--- src/rtl/aes_pkg.sv ---
// Shared AES sequencer types and widths.
// Imported by the column sequencer, its interface and its column mux.
package aes_pkg;
   typedef enum logic [1:0] {
      IDLE = 2'd0,
      BUSY = 2'd1,
      DONE = 2'd2
   } seq_state_t;

   localparam int AES_COL_W    = 32;
   localparam int AES_STATE_W  = 128;
   localparam int AES_NUM_COLS = 4;
endpackage

--- src/rtl/aes_mix_col_seq_if.sv ---
// Round-controller and column-datapath bus of the MixColumns column sequencer.
// slave = sequencer side, master = round controller plus datapath side.
interface aes_mix_col_seq_if
   import aes_pkg::*;
#(
   parameter int ROUND_W = 4
);
   logic                   SEQ_START;
   logic                   SEQ_READY;
   logic [AES_STATE_W-1:0] SEQ_STATE_IN;
   logic                   SEQ_E_D;
   logic [ROUND_W-1:0]     SEQ_COUNT_ROUND;
   logic [ROUND_W-1:0]     SEQ_FINAL_ROUND_COUNT;
   logic                   SEQ_VALID_OUT;
   logic                   SEQ_READY_IN;
   logic [AES_STATE_W-1:0] SEQ_STATE_OUT;
   logic [AES_COL_W-1:0]   MC_IN;
   logic                   MC_E_D;
   logic [ROUND_W-1:0]     MC_COUNT_ROUND;
   logic [ROUND_W-1:0]     MC_FINAL_ROUND_COUNT;
   logic                   MC_I_MIX_ACTIVE;
   logic [AES_COL_W-1:0]   MC_OUT;

   modport slave (
      input  SEQ_START, SEQ_STATE_IN, SEQ_E_D, SEQ_COUNT_ROUND,
             SEQ_FINAL_ROUND_COUNT, SEQ_READY_IN, MC_OUT,
      output SEQ_READY, SEQ_VALID_OUT, SEQ_STATE_OUT, MC_IN, MC_E_D,
             MC_COUNT_ROUND, MC_FINAL_ROUND_COUNT, MC_I_MIX_ACTIVE
   );

   modport master (
      output SEQ_START, SEQ_STATE_IN, SEQ_E_D, SEQ_COUNT_ROUND,
             SEQ_FINAL_ROUND_COUNT, SEQ_READY_IN, MC_OUT,
      input  SEQ_READY, SEQ_VALID_OUT, SEQ_STATE_OUT, MC_IN, MC_E_D,
             MC_COUNT_ROUND, MC_FINAL_ROUND_COUNT, MC_I_MIX_ACTIVE
   );
endinterface

--- src/rtl/aes_col_sel.sv ---
// 128-to-32 column mux; column 0 is the most significant word.
// Combinational, no backpressure.
module aes_col_sel
   import aes_pkg::*;
(
   input  logic [AES_STATE_W-1:0] i_blk,
   input  logic [1:0]             i_col,
   output logic [AES_COL_W-1:0]   o_col
);
   always_comb begin
      o_col = '0;
      for (int c = 0; c < AES_NUM_COLS; c++) begin
         if (i_col == c[1:0]) begin
            o_col = i_blk[(AES_NUM_COLS-1-c)*AES_COL_W +: AES_COL_W];
         end
      end
   end
endmodule

--- src/rtl/aes_mix_col_seq.sv ---
// Feeds a latched 128-bit state through the shared column datapath, one column per cycle.
// Result valid 4 cycles after accept; a result held in DONE stalls new accepts until taken.
module aes_mix_col_seq
   import aes_pkg::*;
#(
   parameter int ROUND_W = 4
)(
   input  logic              CLK,
   input  logic              RST_N,
   aes_mix_col_seq_if.slave  seq
);
   seq_state_t             r_state;
   logic [1:0]             r_col;
   logic [AES_STATE_W-1:0] r_blk;
   logic [AES_STATE_W-1:0] r_res;
   logic                   r_e_d;
   logic [ROUND_W-1:0]     r_round;
   logic [ROUND_W-1:0]     r_final;
   logic [AES_COL_W-1:0]   w_col;
   logic                   w_busy;
   logic                   w_accept;

   aes_col_sel u_col_sel (
      .i_blk (r_blk),
      .i_col (r_col),
      .o_col (w_col)
   );

   assign w_busy   = (r_state == BUSY);
   // DONE forwards downstream ready so a result can be swapped for a new block in one cycle
   assign seq.SEQ_READY = (r_state == IDLE) | ((r_state == DONE) & seq.SEQ_READY_IN);
   assign w_accept = seq.SEQ_START & seq.SEQ_READY;

   assign seq.SEQ_VALID_OUT        = (r_state == DONE);
   assign seq.SEQ_STATE_OUT        = r_res;
   assign seq.MC_IN                = w_busy ? w_col : '0;
   assign seq.MC_I_MIX_ACTIVE      = w_busy;
   assign seq.MC_E_D               = r_e_d;
   assign seq.MC_COUNT_ROUND       = r_round;
   assign seq.MC_FINAL_ROUND_COUNT = r_final;

   always_ff @(posedge CLK or negedge RST_N) begin
      if (!RST_N) begin
         r_state <= IDLE;
         r_col   <= '0;
         r_blk   <= '0;
         r_res   <= '0;
         r_e_d   <= 1'b0;
         r_round <= '0;
         r_final <= '0;
      end else begin
         if (w_accept) begin
            r_blk   <= seq.SEQ_STATE_IN;
            r_e_d   <= seq.SEQ_E_D;
            r_round <= seq.SEQ_COUNT_ROUND;
            r_final <= seq.SEQ_FINAL_ROUND_COUNT;
            r_col   <= '0;
            r_state <= BUSY;
         end
         case (r_state)
            BUSY: begin
               for (int c = 0; c < AES_NUM_COLS; c++) begin
                  if (r_col == c[1:0]) begin
                     r_res[(AES_NUM_COLS-1-c)*AES_COL_W +: AES_COL_W] <= seq.MC_OUT;
                  end
               end
               r_col <= r_col + 2'd1;
               if (r_col == 2'd3) begin
                  r_state <= DONE;
               end
            end
            DONE: begin
               if (seq.SEQ_READY_IN && !seq.SEQ_START) begin
                  r_state <= IDLE;
               end
            end
            default: ;
         endcase
      end
   end
endmodule

--- src/flat_wrapper.sv ---
// flat-port wrapper written by rule: the top's interface ports become plain ports
module aes_mix_col_seq_flat import aes_pkg::*;
#(
   parameter int ROUND_W = 4
)
  (CLK, RST_N, seq_SEQ_START, seq_SEQ_STATE_IN, seq_SEQ_E_D, seq_SEQ_COUNT_ROUND, seq_SEQ_FINAL_ROUND_COUNT, seq_SEQ_READY_IN, seq_MC_OUT, seq_SEQ_READY, seq_SEQ_VALID_OUT, seq_SEQ_STATE_OUT, seq_MC_IN, seq_MC_E_D, seq_MC_COUNT_ROUND, seq_MC_FINAL_ROUND_COUNT, seq_MC_I_MIX_ACTIVE);
  aes_mix_col_seq_if #(.ROUND_W(ROUND_W)) seq_i ();
  input  logic CLK;
  input  logic RST_N;
  input wire logic [$bits(seq_i.SEQ_START)-1:0] seq_SEQ_START;
  input wire logic [$bits(seq_i.SEQ_STATE_IN)-1:0] seq_SEQ_STATE_IN;
  input wire logic [$bits(seq_i.SEQ_E_D)-1:0] seq_SEQ_E_D;
  input wire logic [$bits(seq_i.SEQ_COUNT_ROUND)-1:0] seq_SEQ_COUNT_ROUND;
  input wire logic [$bits(seq_i.SEQ_FINAL_ROUND_COUNT)-1:0] seq_SEQ_FINAL_ROUND_COUNT;
  input wire logic [$bits(seq_i.SEQ_READY_IN)-1:0] seq_SEQ_READY_IN;
  input wire logic [$bits(seq_i.MC_OUT)-1:0] seq_MC_OUT;
  output wire logic [$bits(seq_i.SEQ_READY)-1:0] seq_SEQ_READY;
  output wire logic [$bits(seq_i.SEQ_VALID_OUT)-1:0] seq_SEQ_VALID_OUT;
  output wire logic [$bits(seq_i.SEQ_STATE_OUT)-1:0] seq_SEQ_STATE_OUT;
  output wire logic [$bits(seq_i.MC_IN)-1:0] seq_MC_IN;
  output wire logic [$bits(seq_i.MC_E_D)-1:0] seq_MC_E_D;
  output wire logic [$bits(seq_i.MC_COUNT_ROUND)-1:0] seq_MC_COUNT_ROUND;
  output wire logic [$bits(seq_i.MC_FINAL_ROUND_COUNT)-1:0] seq_MC_FINAL_ROUND_COUNT;
  output wire logic [$bits(seq_i.MC_I_MIX_ACTIVE)-1:0] seq_MC_I_MIX_ACTIVE;
  assign seq_i.SEQ_START = seq_SEQ_START;
  assign seq_i.SEQ_STATE_IN = seq_SEQ_STATE_IN;
  assign seq_i.SEQ_E_D = seq_SEQ_E_D;
  assign seq_i.SEQ_COUNT_ROUND = seq_SEQ_COUNT_ROUND;
  assign seq_i.SEQ_FINAL_ROUND_COUNT = seq_SEQ_FINAL_ROUND_COUNT;
  assign seq_i.SEQ_READY_IN = seq_SEQ_READY_IN;
  assign seq_i.MC_OUT = seq_MC_OUT;
  assign seq_SEQ_READY = seq_i.SEQ_READY;
  assign seq_SEQ_VALID_OUT = seq_i.SEQ_VALID_OUT;
  assign seq_SEQ_STATE_OUT = seq_i.SEQ_STATE_OUT;
  assign seq_MC_IN = seq_i.MC_IN;
  assign seq_MC_E_D = seq_i.MC_E_D;
  assign seq_MC_COUNT_ROUND = seq_i.MC_COUNT_ROUND;
  assign seq_MC_FINAL_ROUND_COUNT = seq_i.MC_FINAL_ROUND_COUNT;
  assign seq_MC_I_MIX_ACTIVE = seq_i.MC_I_MIX_ACTIVE;
  aes_mix_col_seq #(.ROUND_W(ROUND_W)) u_core (.CLK(CLK), .RST_N(RST_N), .seq(seq_i));
endmodule
--- config.mk ---
export PLATFORM = sky130hd
export DESIGN_NAME = aes_mix_col_seq_flat
export DESIGN_NICKNAME = d
export VERILOG_FILES = /design/src/rtl/aes_pkg.sv /design/src/rtl/aes_mix_col_seq_if.sv /design/src/rtl/aes_col_sel.sv /design/src/rtl/aes_mix_col_seq.sv /design/src/flat_wrapper.sv
export SDC_FILE = /design/constraint.sdc
export NUM_CORES = 1
export LEC_CHECK = 0
export BUFFER_PORTS_ARGS = -buffer_cell sky130_fd_sc_hd__buf_2
export CAP_MARGIN = 0
export CORE_AREA = 3 3 130 182
export DETAILED_ROUTE_END_ITERATION = 8
export DIE_AREA = 0 0 133 185
export PLACE_DENSITY = 0.77
export SYNTH_ARGS = -nofsm -noshare
export SYNTH_HDL_FRONTEND = slang
export SYNTH_SLANG_ARGS = --single-unit
--- constraint.sdc ---
create_clock -name CLK -period 2.23 [get_ports CLK]
set_clock_uncertainty 0.1 [all_clocks]
set_input_delay 0.5575 -clock CLK [delete_from_list [all_inputs] [get_ports CLK]]
set_output_delay 0.5575 -clock CLK [all_outputs]
set_load 0.02 [all_outputs]
# Word level (Yosys, flattened, before mapping)

Index checks and enable logic that the tools add are counted.

Word-level logic and storage cells: 39
Bits in latches: 0
Memories kept: 0
Register bits: 269
Memory bits (read-only): 0
RAM bits: 0

Shifts and indexed selects: 0
Order comparisons: 0
Multiplexer cells: 11
Reductions and logical operators: 9
Equality and inequality tests: 5
Divide/modulo/power cells: 0
Multipliers: 0
$add $sub $neg: 1
Bitwise gates (word level): 3

Operator list:

| cell                                          | number |
|---|---|
| 2-to-1 mux 32 bit                             | 5 |
| 2-to-1 mux 2 bit                              | 5 |
| AND reduction 2 bit                           | 4 |
| == test 2 bit, second input constant          | 3 |
| == test 2 x 1 -> 1 bit, second input constant | 2 |
| logical NOT 2 bit                             | 2 |
| one-hot mux 2 bit (2 select lines)            | 1 |
| adder 2 x 1 -> 2 bit, second input constant   | 1 |
| bitwise AND 1 bit                             | 2 |
| nonzero test 2 bit                            | 1 |
| logical AND 1 bit                             | 1 |
| logical NOT 1 bit                             | 1 |
| bitwise OR 1 bit                              | 1 |

# Logic depth before layout (Yosys ltp)

Depth in word-level cells: 7
Mapped depth: 8
Mapped depth without buffers: 5

# Hierarchy

From an unflattened synthesis, not the netlist that was laid out.

Cells, all modules: 668
Area total of the unflattened synthesis: 11,711.2 sq um

Modules (own cells, without submodules):

| module          | instances | cells each | area an instance (sq um) |
|---|---|---|---|
| aes_mix_col_seq | 1         | 629        | 10,896.7 |
| aes_col_sel     | 1         | 39         | 814.5 |

# Worst setup path after synthesis

Ideal clock, no wire load.

Kind: reg2out
Start point: register u_core.r_state[1]
End point: output seq_MC_IN[10]
Buffers on the path: 2
Required time: 1.572 ns
Slack: -0.339 ns
Cell stages (with the launch flop): 8
Arrival time: 1.912 ns
Path through: dfrtp_1 -> inv_1 -> ha_1 -> buf_4 -> and2b_1 -> clkbuf_1 -> o21ai_0 -> o21ai_0

Word-level cells in the longest chain between the ends: 2

Ends and longest elaborated chain:

| item                    | RTL line              | source |
|---|---|---|
| start, declared         | aes_mix_col_seq.sv:12 | `seq_state_t r_state;` |
| start signal, assigned  | aes_mix_col_seq.sv:44 | `r_state <= IDLE;` |
| start signal, assigned  | aes_mix_col_seq.sv:58 | `r_state <= BUSY;` |
| start signal, assigned  | aes_mix_col_seq.sv:69 | `r_state <= DONE;` |
| == test 2 x 1 -> 1 bit  | aes_mix_col_seq.sv:29 | `assign w_busy = (r_state == BUSY);` |
| net seq_MC_I_MIX_ACTIVE | flat_wrapper.sv:24    | `output wire logic [$bits(seq_i.MC_I_MIX_ACTIVE)-1:0] seq_MC_I_MIX_ACTIVE;` |
| 2-to-1 mux 32 bit       | aes_mix_col_seq.sv:36 | `assign seq.MC_IN = w_busy ? w_col : '0;` |
| end, declared           | flat_wrapper.sv:20    | `output wire logic [$bits(seq_i.MC_IN)-1:0] seq_MC_IN;` |

The timed path passes the listed nets, and every way through them passes these cells.

# Worst setup path in the final report

Start point: register u_core.r_col[0]
End point: output seq_MC_IN[5]

Word-level cells in the longest chain between the ends: 6

Ends and longest elaborated chain:

| item                            | RTL line              | source |
|---|---|---|
| start, declared                 | aes_mix_col_seq.sv:13 | `logic [1:0] r_col;` |
| start signal, assigned          | aes_mix_col_seq.sv:67 | `r_col <= r_col + 2'd1;` |
| logical NOT 2 bit               | aes_col_sel.sv:13     | `if (i_col == c[1:0]) begin` |
| 2-to-1 mux 32 bit (3 in series) | aes_col_sel.sv:13     |  |
| 2-to-1 mux 32 bit (*)           | aes_col_sel.sv:13     |  |
| 2-to-1 mux 32 bit (*)           | aes_mix_col_seq.sv:36 |  |

Mark *: on every way between the ends. The rest lies on a longest branch, timed or not.

==> impl_metrics.py <==
metrics = {
    "placement": {
        "numPlacedInstances": 1375,
        "post-dp-hpwl_mm": 20.5,
        "gp_congestion": 0.822,
        "port_buffers": 344,
        "placed_cell_area_um2": 13700,
        "dp_slack_ns": -0.140,
    },
    "outcome": {
        "violations": "setup timing",
        "status": "finished with violations",
    },
    "timing": {
        "final_max_slew_viol_count": 0,
        "fin_crit_ns": 2.83,
        "slew_headroom": 0.670,
        "setup_viol": 32,
        "fin_crit_sh": 1.27,
        "holdWs_ns": 0.162,
        "clock.fmax_mhz": 354,
        "worst_slack_ns": -0.597,
        "rsz0062_at_grt": "true",
        "tightestPinTransition_ns": 0.495,
        "finalHoldViolCount": 0,
    },
    "synthesis": {
        "synth_top_family_by_area": "multiplexers",
        "syn_nets": 927,
        "synth-simple-area-share": 0.0158,
        "syn_inst": 747,
        "ys_types": 24,
        "synthTopCellsByCount": "269 x dfrtp_1, 169 x mux2_2, 97 x mux2_4",
        "synthFlopType": "dfrtp_1",
        "synth_compound_area_frac": 0.0589,
        "ys_ff_latch": 269,
        "synth.most_common_cell": "dfrtp_1",
        "synthAdderAreaFrac": 0.00769,
        "synth_area_um2": 11400,
        "yosys.area.top_type": "dfrtp_1",
        "yosysWarnings": 0,
        "synth_edf_count": 0,
        "synthArstFlopShare": 1.00,
        "yosys.area.top_type_share": 0.591,
        "synthXorXnorAreaFrac": 0,
        "seq_area_frac_synth": 0.591,
        "synthMuxAreaShare": 0.295,
        "synth_area_per_cell_um2": 15.3,
        "synth.area.top_cells": "dfrtp_1 59%, mux2_2 17%, mux2_4 13%",
    },
    "global_route": {
        "grt_pass1_vias": 8652,
        "grt_first_pass_wirelength_mm": 48.7,
        "grt.total_usage": 0.250,
        "grt_max_degree": 50,
        "grt_antenna_before_repair": 6,
        "gr-total-overflow": 0,
    },
    "clock_network": {
        "cts_made_buffers": 25,
        "clkTransAtPathRegs_ns": 0.07,
        "cts_tree": "yes",
        "cts_sinks": 269,
        "h-tree-depth": 1,
        "clk-insertion-delay-late_ns": 0.51,
        "cts-root-buf": "clkbuf_16",
        "cts_buffer_depth": 3,
    },
    "setup_path": {
        "critical_path_class": "flop to primary output",
        "required_ns": 1.57,
        "start_kind": "flop",
        "critPathMaxFanout": 5,
        "cp-end-kind": "primary output",
        "cp_data_arrival_time_ns": 2.17,
    },
    "route": {
        "drtIter0Drc": 295,
        "post_drt_via_cell_ratio": 5.51,
        "wl_per_cell_um": 22.6,
        "drc": 0,
        "first_pass_iters": 4,
        "ant_nets": 0,
        "vias": 7963,
        "wirelength_mm": 32.7,
    },
    "floorplan": {
        "initial_core_util": 0.517,
        "core_um2": 22000,
        "die_y_um": 185,
        "rows": 64,
        "die_w_um": 133,
        "pin_count": 345,
        "die_area_um2": 24600,
    },
    "cells_and_area": {
        "areaGrowthSynthToFinish_pct": 38.6,
        "fin_area_um2": 15800,
        "stdcell_count": 1444,
        "final_nets": 1305,
        "drive_above_1_share": 0.703,
        "layout.filler_cells": 1367,
        "final_util": 0.717,
    },
    "power_and_ir_drop": {
        "p_leak_nw": 8.05,
        "irDropWorstVdd_uv": 621,
        "powerDensity_nw_per_um2": 644,
    },
    "run": {
        "drv_cap": 0,
    },
    "min_path": {
        "hold_class": "input port to flop",
    },
}
## report_power, final
part	switching (mW)	internal [mW]	leakage, nW
clock	1.84	2.70	0.424
sequential	0.0446	4.97	3.53
combinational	0.362	0.256	4.10
total	2.24	7.92	8.05
## cells by family after synthesis
kind of cell,after synthesis
multiplexers,266
flip-flops,269
AO/OA/AOI/OAI,105
AND/OR/NAND/NOR,42
adder cells (fa/ha/maj),7
buffers and inverters,58
## state kept, by name, summed over array words and instances (netlist names)
signal / cells
u_core.r_blk: 128
u_core.seq.SEQ_STATE_OUT: 128
u_core.seq.MC_COUNT_ROUND: 4
u_core.seq.MC_FINAL_ROUND_COUNT: 4
u_core.r_col: 2
u_core.r_state: 2
u_core.seq.MC_E_D: 1
## per-layer routing
metal  GRT usage  share of wire
met1       0.285           0.35
met2       0.453           0.53
met5           0        0.00040
met3      0.0568          0.071
met4       0.103          0.046
## worst max-delay path, cell delays in order (launching register included)
cell and delay (ns):
dfrtp_1 0.41, buf_6 0.14, ha_4 0.15, and2b_4 0.31
buf_12 0.13, buf_16 0.13, o21ai_4 0.06, o21ai_2 0.17
buf_6 0.15
## metrics by stage
stage                     setup TNS (ns)  total power, mW
final                             -17.23             10.2
after global routing              -19.59             10.5
after CTS                         -17.01             10.2
after detailed placement           -2.58             5.73
after global placement            -0.786             5.71
after floorplan                        0             5.29
## layout make-up
class                   count  area, um^2  area share
flip-flops and latches    269        6730       0.426
clock inverters            13         204      0.0129
diodes                      7        17.5     0.00111
well taps                 297         372      0.0235
multi-input cells         420        4990       0.316
inverters                   9        33.8     0.00214
repair buffers            400        2780       0.176
clock buffers              29         661      0.0418
## path summary, 6_finish.rpt
check	from	end	slack, ns	cells past startpoint
min in group asynchronous	RST_N	u_core.seq.SEQ_STATE_OUT[7]$_DFFE_PN0P_	0.45	2
worst max-delay path	u_core.r_col[0]$_DFFE_PN0P_	seq_MC_IN[5]	-0.60	8
worst max register to register	u_core.r_state[1]$_DFF_PN0_	u_core.r_blk[116]$_DFFE_PN0P_	0.06	7
worst min-delay path	seq_SEQ_STATE_IN[69]	u_core.r_blk[69]$_DFFE_PN0P_	0.16	2
max in group asynchronous	RST_N	u_core.r_blk[89]$_DFFE_PN0P_	0.94	3
worst min register to register	u_core.seq.SEQ_STATE_OUT[65]$_DFFE_PN0P_	u_core.seq.SEQ_STATE_OUT[65]$_DFFE_PN0P_	0.40	1
## cell usage in the layout (no fill, tap or decap), types with 3 or more instances in the layout
cell type and instances:
nand2_1 32, a221oi_2 14, buf_12 16, a221oi_4 17, clkinv_4 3, mux2_2 169
o21ai_2 38, buf_2 310, o21ai_4 6, inv_1 4, buf_16 9, nand2_2 3
dfrtp_1 269, o21ai_0 8, clkinv_2 4, clkbuf_16 27, mux2_4 97, buf_6 33
diode_2 7, o21ai_1 14, inv_2 5, ha_4 5, buf_4 26, bufinv_16 5
## repair_timing
item,4_1_cts,5_1_grt
setup endpoints to repair,33,34
setup buffers,8,2
pin swaps,15,29
gates resized for setup,143,52
gates cloned,7,2
hold buffers,1,0
endpoints found under the hold margin,40,0
Note: power is estimated with default switching activity, not from simulation.
